File: config.mk
export PLATFORM = sky130hd
export DESIGN_NAME = serial_frame_tx_arbiter
export DESIGN_NICKNAME = d
export VERILOG_FILES = /design/src/rtl/serial_frame_tx_arbiter.sv
export SDC_FILE = /design/constraint.sdc
export NUM_CORES = 1
export LEC_CHECK = 0
export ABC_AREA = 0
export BUFFER_PORTS_ARGS = -buffer_cell sky130_fd_sc_hd__buf_2
export CORE_MARGIN = 4
export CORE_UTILIZATION = 54
export CTS_CLUSTER_SIZE = 10
export DETAILED_ROUTE_END_ITERATION = 8
export HOLD_SLACK_MARGIN = 0.02
export PLACE_DENSITY = 0.81
export SYNTH_ARGS = -nofsm -noshare
export SYNTH_HDL_FRONTEND = slang
export SYNTH_SLANG_ARGS = --single-unit
File: constraint.sdc
create_clock -name clk -period 2.6 [get_ports clk]
set_clock_uncertainty 0.05 [all_clocks]
set_input_delay 0.26 -clock clk [delete_from_list [all_inputs] [get_ports clk]]
set_output_delay 0.26 -clock clk [all_outputs]
set_load 0.005 [all_outputs]
File: src/rtl/serial_frame_tx_arbiter.sv
// Two-requester round-robin arbiter that serialises the granted request as
// start bit, port (MSB first), length (MSB first), L data bits and a stop bit.
module serial_frame_tx_arbiter #(
  parameter int PORT_W = 2,
  parameter int LEN_W  = 4
) (
  input  logic                    clk,
  input  logic                    rst,
  input  logic                    clkEn,
  input  logic                    req0,
  input  logic [PORT_W-1:0]       port0,
  input  logic [LEN_W-1:0]        len0,
  input  logic [(2**LEN_W)-2:0]   data0,
  input  logic                    req1,
  input  logic [PORT_W-1:0]       port1,
  input  logic [LEN_W-1:0]        len1,
  input  logic [(2**LEN_W)-2:0]   data1,
  output logic                    ack0,
  output logic                    ack1,
  output logic                    grant_id,
  output logic                    SerOut,
  output logic                    busy,
  output logic                    done
);

  localparam int DATA_W = 2**LEN_W - 1;

  typedef enum logic [2:0] {IDLE, START, PORT, LEN, DATA, STOP} state_t;

  state_t              state;
  logic [PORT_W-1:0]   port_sh;
  logic [LEN_W-1:0]    len_reg;
  logic [LEN_W-1:0]    len_sh;
  logic [LEN_W-1:0]    cnt;
  logic [DATA_W-1:0]   data_reg;
  logic                rr_ptr;
  logic                pick;

  // With both requesting, rr_ptr decides; otherwise the lone requester wins.
  assign pick = (req0 && req1) ? rr_ptr : req1;

  always_ff @(posedge clk) begin
    if (rst) begin
      state    <= IDLE;
      SerOut   <= 1'b1;
      busy     <= 1'b0;
      ack0     <= 1'b0;
      ack1     <= 1'b0;
      done     <= 1'b0;
      grant_id <= 1'b0;
      rr_ptr   <= 1'b0;
      port_sh  <= '0;
      len_reg  <= '0;
      len_sh   <= '0;
      cnt      <= '0;
      data_reg <= '0;
    end else begin
      ack0 <= 1'b0;
      ack1 <= 1'b0;
      done <= 1'b0;
      if (clkEn) begin
        unique case (state)
          IDLE: begin
            if (req0 || req1) begin
              grant_id <= pick;
              rr_ptr   <= ~pick;
              ack0     <= ~pick;
              ack1     <= pick;
              port_sh  <= pick ? port1 : port0;
              len_reg  <= pick ? len1  : len0;
              len_sh   <= pick ? len1  : len0;
              data_reg <= pick ? data1 : data0;
              busy     <= 1'b1;
              SerOut   <= 1'b0;
              state    <= START;
            end
          end
          START: begin
            SerOut  <= port_sh[PORT_W-1];
            port_sh <= port_sh << 1;
            cnt     <= '0;
            state   <= PORT;
          end
          PORT: begin
            if (cnt == LEN_W'(PORT_W - 1)) begin
              SerOut <= len_sh[LEN_W-1];
              len_sh <= len_sh << 1;
              cnt    <= '0;
              state  <= LEN;
            end else begin
              SerOut  <= port_sh[PORT_W-1];
              port_sh <= port_sh << 1;
              cnt     <= cnt + 1'b1;
            end
          end
          LEN: begin
            if (cnt == LEN_W'(LEN_W - 1)) begin
              // DATA reuses cnt as a down-counting bit index from L-1 to 0.
              if (len_reg != '0) begin
                SerOut <= data_reg[len_reg - 1'b1];
                cnt    <= len_reg - 1'b1;
                state  <= DATA;
              end else begin
                SerOut <= 1'b1;
                state  <= STOP;
              end
            end else begin
              SerOut <= len_sh[LEN_W-1];
              len_sh <= len_sh << 1;
              cnt    <= cnt + 1'b1;
            end
          end
          DATA: begin
            if (cnt == '0) begin
              SerOut <= 1'b1;
              state  <= STOP;
            end else begin
              SerOut <= data_reg[cnt - 1'b1];
              cnt    <= cnt - 1'b1;
            end
          end
          STOP: begin
            busy  <= 1'b0;
            done  <= 1'b1;
            state <= IDLE;
          end
          default: state <= IDLE;
        endcase
      end
    end
  end

endmodule

## Word level (Yosys, flattened, before mapping)

Cells that the tools add are included.

| word-level totals | value |
|---|---|
| bits in registers | 39 |
| bits of input ports | 47 |
| output and inout bits | 6 |
| word-level logic and storage cells | 91 |

| cells by class | value |
|---|---|
| add/sub/neg operators | 3 |
| order comparisons | 2 |
| eq/ne operators | 15 |
| muxes and demuxes | 35 |
| bitwise logic cells | 4 |
| reduce and logical (&&, ||, !) cells | 19 |

Operator list:

| operator | count |
|---|---|
| $mux W4 | 8 |
| $pmux W4 S4 | 1 |
| $mux W15 | 1 |
| $pmux W3 S5 | 1 |
| $ne A2 B2 Y1 const B | 7 |
| $mux W3 | 4 |
| $pmux W4 S3 | 1 |
| $mux W1 | 11 |
| $lt A4 B5 Y1 const B | 2 |
| $reduce_and A5 Y1 | 2 |
| $reduce_and A3 Y1 | 3 |
| $bmux W1 S4 | 2 |
| $reduce_and A4 Y1 | 2 |
| $reduce_bool A4 Y1 | 2 |
| $sub A4 B1 Y4 const B | 2 |
| $eq A3 B2 Y1 const B | 2 |
| $eq A3 B3 Y1 const B | 2 |
| $mux W2 | 3 |
| $pmux W2 S3 | 1 |
| $reduce_bool A3 Y1 | 2 |
| $pmux W1 S5 | 1 |
| $reduce_bool A5 Y1 | 1 |
| $add A4 B1 Y4 const B | 1 |
| $eq A4 B1 Y1 const B | 1 |
| 12 further kinds | 15 |

## Logic depth before layout (Yosys ltp)

| depth | value |
|---|---|
| depth in word-level cells | 6 |
| depth in mapped cells | 10 |
| gate-level depth less buffers | 8 |

## Least setup slack after synthesis

Ideal clock, no wire load.

| timing path | value |
|---|---|
| path kind | register -> register |
| from | register cnt[0] |
| to | register SerOut |
| arrival | 2.072 ns |
| required time | 2.430 ns |
| setup slack | 0.358 ns |
| cell stages (with the launch flop) | 11 |
| cell sequence | dfxtp_1 -> buf_2 -> inv_1 -> ha_1 -> clkbuf_1 -> mux4_2 -> nor2b_1 -> a211oi_1 -> a211oi_1 -> nor3_1 -> o21ai_1 |

| between the ends | value |
|---|---|
| cells in the longest elaborated chain, start to end | 5 |

Ends and longest elaborated chain:

| what | RTL line | RTL |
|---|---|---|
| start, declared | 34 | `logic [LEN_W-1:0] cnt;` |
| start signal, assigned | 93 | `cnt <= cnt + 1'b1;` |
| start signal, assigned | 101 | `cnt <= len_reg - 1'b1;` |
| start signal, assigned | 110 | `cnt <= cnt + 1'b1;` |
| $sub A4 B1 Y4 | 118 | `SerOut <= data_reg[cnt - 1'b1];` |
| $bmux W1 S4 | 118 |  |
| $mux W1 (not written as such) | 118 |  |
| $mux W1 | 114 | `if (cnt == '0) begin` |
| $pmux W1 S5 (*) | 62 | `unique case (state)` |
| end signal, assigned | 79 | `SerOut <= port_sh[PORT_W-1];` |
| end signal, assigned | 108 | `SerOut <= len_sh[LEN_W-1];` |
| end signal, assigned | 118 |  |
| end, declared | 21 | `output logic SerOut,` |

Mark *: on every way between the ends. The rest lies on a longest branch, timed or not. The select of a mux whose other input is x is not followed.
A chain may end at the register's enable or synchronous reset.

## Final worst setup path

| timing path | value |
|---|---|
| from | register len_reg[0] |
| to | register SerOut |

| between the ends | value |
|---|---|
| cells in the longest elaborated chain, start to end | 6 |

Ends and longest elaborated chain:

| what | RTL line | RTL |
|---|---|---|
| start, declared | 32 | `logic [LEN_W-1:0] len_reg;` |
| start signal, assigned | 70 | `len_reg <= pick ? len1 : len0;` |
| $sub A4 B1 Y4 | 100 | `SerOut <= data_reg[len_reg - 1'b1];` |
| $bmux W1 S4 | 100 |  |
| $mux W1 (not written as such) | 100 |  |
| $mux W1 (*) | 99 | `if (len_reg != '0) begin` |
| $mux W1 (*) | 97 | `if (cnt == LEN_W'(LEN_W - 1)) begin` |
| $pmux W1 S5 (*) | 62 |  |
| end signal, assigned | 79 |  |
| end signal, assigned | 100 |  |
| end signal, assigned | 108 |  |

Marks and branches as above.

==> impl_metrics.ini <==
[outcome]
status = finished, final reports clean

[timing]
fin_tns_setup_ns = 0
final.min_clock_period_ns = 2.42
hold_viol_final = 0
fmax_mhz = 413
rsz0062_at_grt = false
final_max_slew_viol_count = 0
finalCritPeriodShare_pct = 93.1
slew_headroom_pct = 54.1
setup_viol = 0
tightest_slew_ns = 0.686

[synth]
syn_area_per_cell_sq_um = 8.88
ys.flop_type = dfxtp_1
synth_seq_cells = 39
synth.distinct_cells = 55
ys_seq_area_share_pct = 34.3
async_flop_share_pct = 0
syn_inst = 256
synth.yosys.warnings = 0
netlist_area_sq_um = 2270
synth_fp_nets = 309
synth_edf_count = 0

[cells_and_area]
finalNonFillerCells = 359
layout.nets = 361
post-route-cell-area_sq_um = 2680
drive_gt1_share_pct = 26.9
syn_to_final_growth_pct = 17.7
largest_reg_flops = 15
antennaDiodeCount = 0

[floorplan]
die_h_microns = 72.9
chipWidth_microns = 72.9
coreArea_sq_um = 4030
start_util_pct = 56.4
core.rowCount = 23
die_area_sq_um = 5310
num_io_pins = 53

[worst_setup_path]
cpMaxStageDelayCell = mux4_1
cp-start-kind = flip-flop
cp_max_fo = 7
critPathArrivalTime_ns = 2.55
slowest_delay_ns = 0.58
path_cells = inv_1, ha_1, xor2_4, mux4_1, nor2_1, o221ai_1, nor3_1, o21ai_1
worstPathRequired_ns = 2.73
end_kind = flip-flop
path_class = reg -> reg

[route]
drc = 0
dr.pass1.iters = 7
wl_per_cell_microns = 15.5
vias_per_cell = 6.08
num_vias = 2182
drtIter0Drc = 249
drt-total-wl_mm = 5.56
ant_nets = 0

[power_and_ir_drop]
power_switching_share_pct = 32.0
totalPowerFinal_uw = 1510
powerDensity_nw_per_um2 = 564
p_switching_uw = 483
p_int_uw = 1030
combPwrFrac_pct = 26.1
peakVddDrop_mv = 0.377
seqPwrFrac_pct = 46.4
p_leak_uw = 0.00116
pwr-share-clk_pct = 27.6

[global_route]
grt_pass1_vias = 1911
grt_pass1_wl_mm = 8.84
grt-ovfl-total = 0
grt_usage_pct = 21.0
antenna_found_initial = 0
grt_max_degree = 22

[clock_network]
cts_hold_buffers = 0
cts_max_level = 2
cts.sinks = 39
root_buffer = clkbuf_8
cts.clk_slew.worst_paths_ns = 0.08
ctsResizeCount = 0
cts_setup_buffers = 0
cts_tree = yes
cts_buffers = 5
clk-insertion-delay-late_ns = 0.30
clockBufferDepth = 2

[placement]
placed_cells = 351
dpl_cell_area_sq_um = 2570
place.port_buffers = 52
hpwl_mm = 4.09
gp_congestion = 1.00

[worst_hold_path]
min_path_type = in -> reg

[job]
maxCapViolCount = 0
==> power groups by stage <==
stage	registers [uW]	clock network [uW]	logic, uW
after CTS	698	426	385
after global placement	711	0	372
after global routing	707	450	433
after floorplan	692	0	289
after detailed placement	711	0	380
final	700	416	394
==> metal layers <==
layer	vias up	track usage [%]	share of wire [%]
met5	-	0	0
met4	0	6.97	1.9
met3	14	4.27	6.3
met2	82	34.4	48
met1	1021	27.8	43
li1	1065	-	-
==> cells in the mapped netlist, drive strengths merged, types with 2 or more instances <==
| master | number | share of area, % |
|---|---|---|
| a21oi | 22 | 5.0 |
| or4 | 2 | 0.83 |
| or2 | 2 | 0.55 |
| ha | 6 | 3.3 |
| nor3b | 4 | 1.5 |
| buf | 8 | 2.1 |
| nor2 | 28 | 4.8 |
| clkbuf | 7 | 1.6 |
| nand3 | 5 | 1.1 |
| o221ai | 2 | 0.77 |
| inv | 18 | 3.0 |
| a211oi | 9 | 3.2 |
| o31ai | 2 | 0.66 |
| dfxtp | 39 | 34 |
| mux2i | 11 | 4.8 |
| a211o | 3 | 1.2 |
| mux4 | 6 | 6.4 |
| and2b | 2 | 0.77 |
| a32oi | 6 | 2.3 |
| xor2 | 2 | 1.1 |
| or3 | 3 | 0.83 |
| nand2 | 22 | 3.6 |
| o211ai | 2 | 0.66 |
| a222oi | 10 | 4.4 |
| nor3 | 5 | 1.1 |
| o21ai | 13 | 2.9 |
==> cell type report <==
class	count	area [sq um]
clock buffer	5	68.8
clock inverter	3	23.8
fill	334	1350
inverter	18	67.6
multi-input combinational	184	1350
sequential	39	781
tap	50	62.6
timing repair buffer	60	320
==> layout by cell type, fill, tap and decap left out, types with 10 or more instances in the layout <==
| cell | instances |
|---|---|
| buf_2 | 52 |
| dfxtp_1 | 39 |
| nor2_1 | 26 |
| nand2_1 | 22 |
| a21oi_1 | 21 |
| inv_1 | 18 |
| mux2i_1 | 11 |
| a222oi_1 | 10 |
| o21ai_0 | 10 |
==> through the flow <==
stage / util (%) / hold slack, ns / setup WS [ns]
detailed placement: 63.8 / 0.395 / 0.195
floorplan: - / 0.347 / 0.358
global route: 66.4 / 0.143 / 0.00402
finish: 66.4 / 0.136 / 0.180
global placement: 63.8 / 0.393 / 0.315
CTS: 66.1 / 0.136 / 0.156
==> path summary, 6_finish.rpt <==
check | startpoint | endpoint | slack [ns] | depth (start not counted)
hold reg to reg | len_sh[2]$_SDFFE_PP0P_ | len_sh[2]$_SDFFE_PP0P_ | 0.41 | 2
setup reg to reg | len_reg[0]$_SDFFE_PP0P_ | SerOut$_SDFFE_PP1P_ | 0.18 | 8
hold / removal | data0[8] | data_reg[8]$_SDFFE_PP0P_ | 0.14 | 3
setup / recovery | len_reg[0]$_SDFFE_PP0P_ | SerOut$_SDFFE_PP1P_ | 0.18 | 8
==> critical path, delay by kind of cell, from the launching register on <==
kind,cells,cell delay (ns)
fa+ha+maj,1,0.27
flops,1,0.45
xor+xnor,1,0.25
mux,1,0.58
buf+inv,1,0.13
simple gates,2,0.35
compound gates,2,0.23
==> cell families after synthesis <==
group / synth area share, %
multiplexers: 11.8
buffers and inverters: 6.71
AND/OR/NAND/NOR: 18.4
XOR/XNOR: 1.49
adder cells (fa/ha/maj): 3.30
flip-flops: 34.3
AO/OA/AOI/OAI: 23.9
Note: power is estimated with default switching activity, not from simulation.
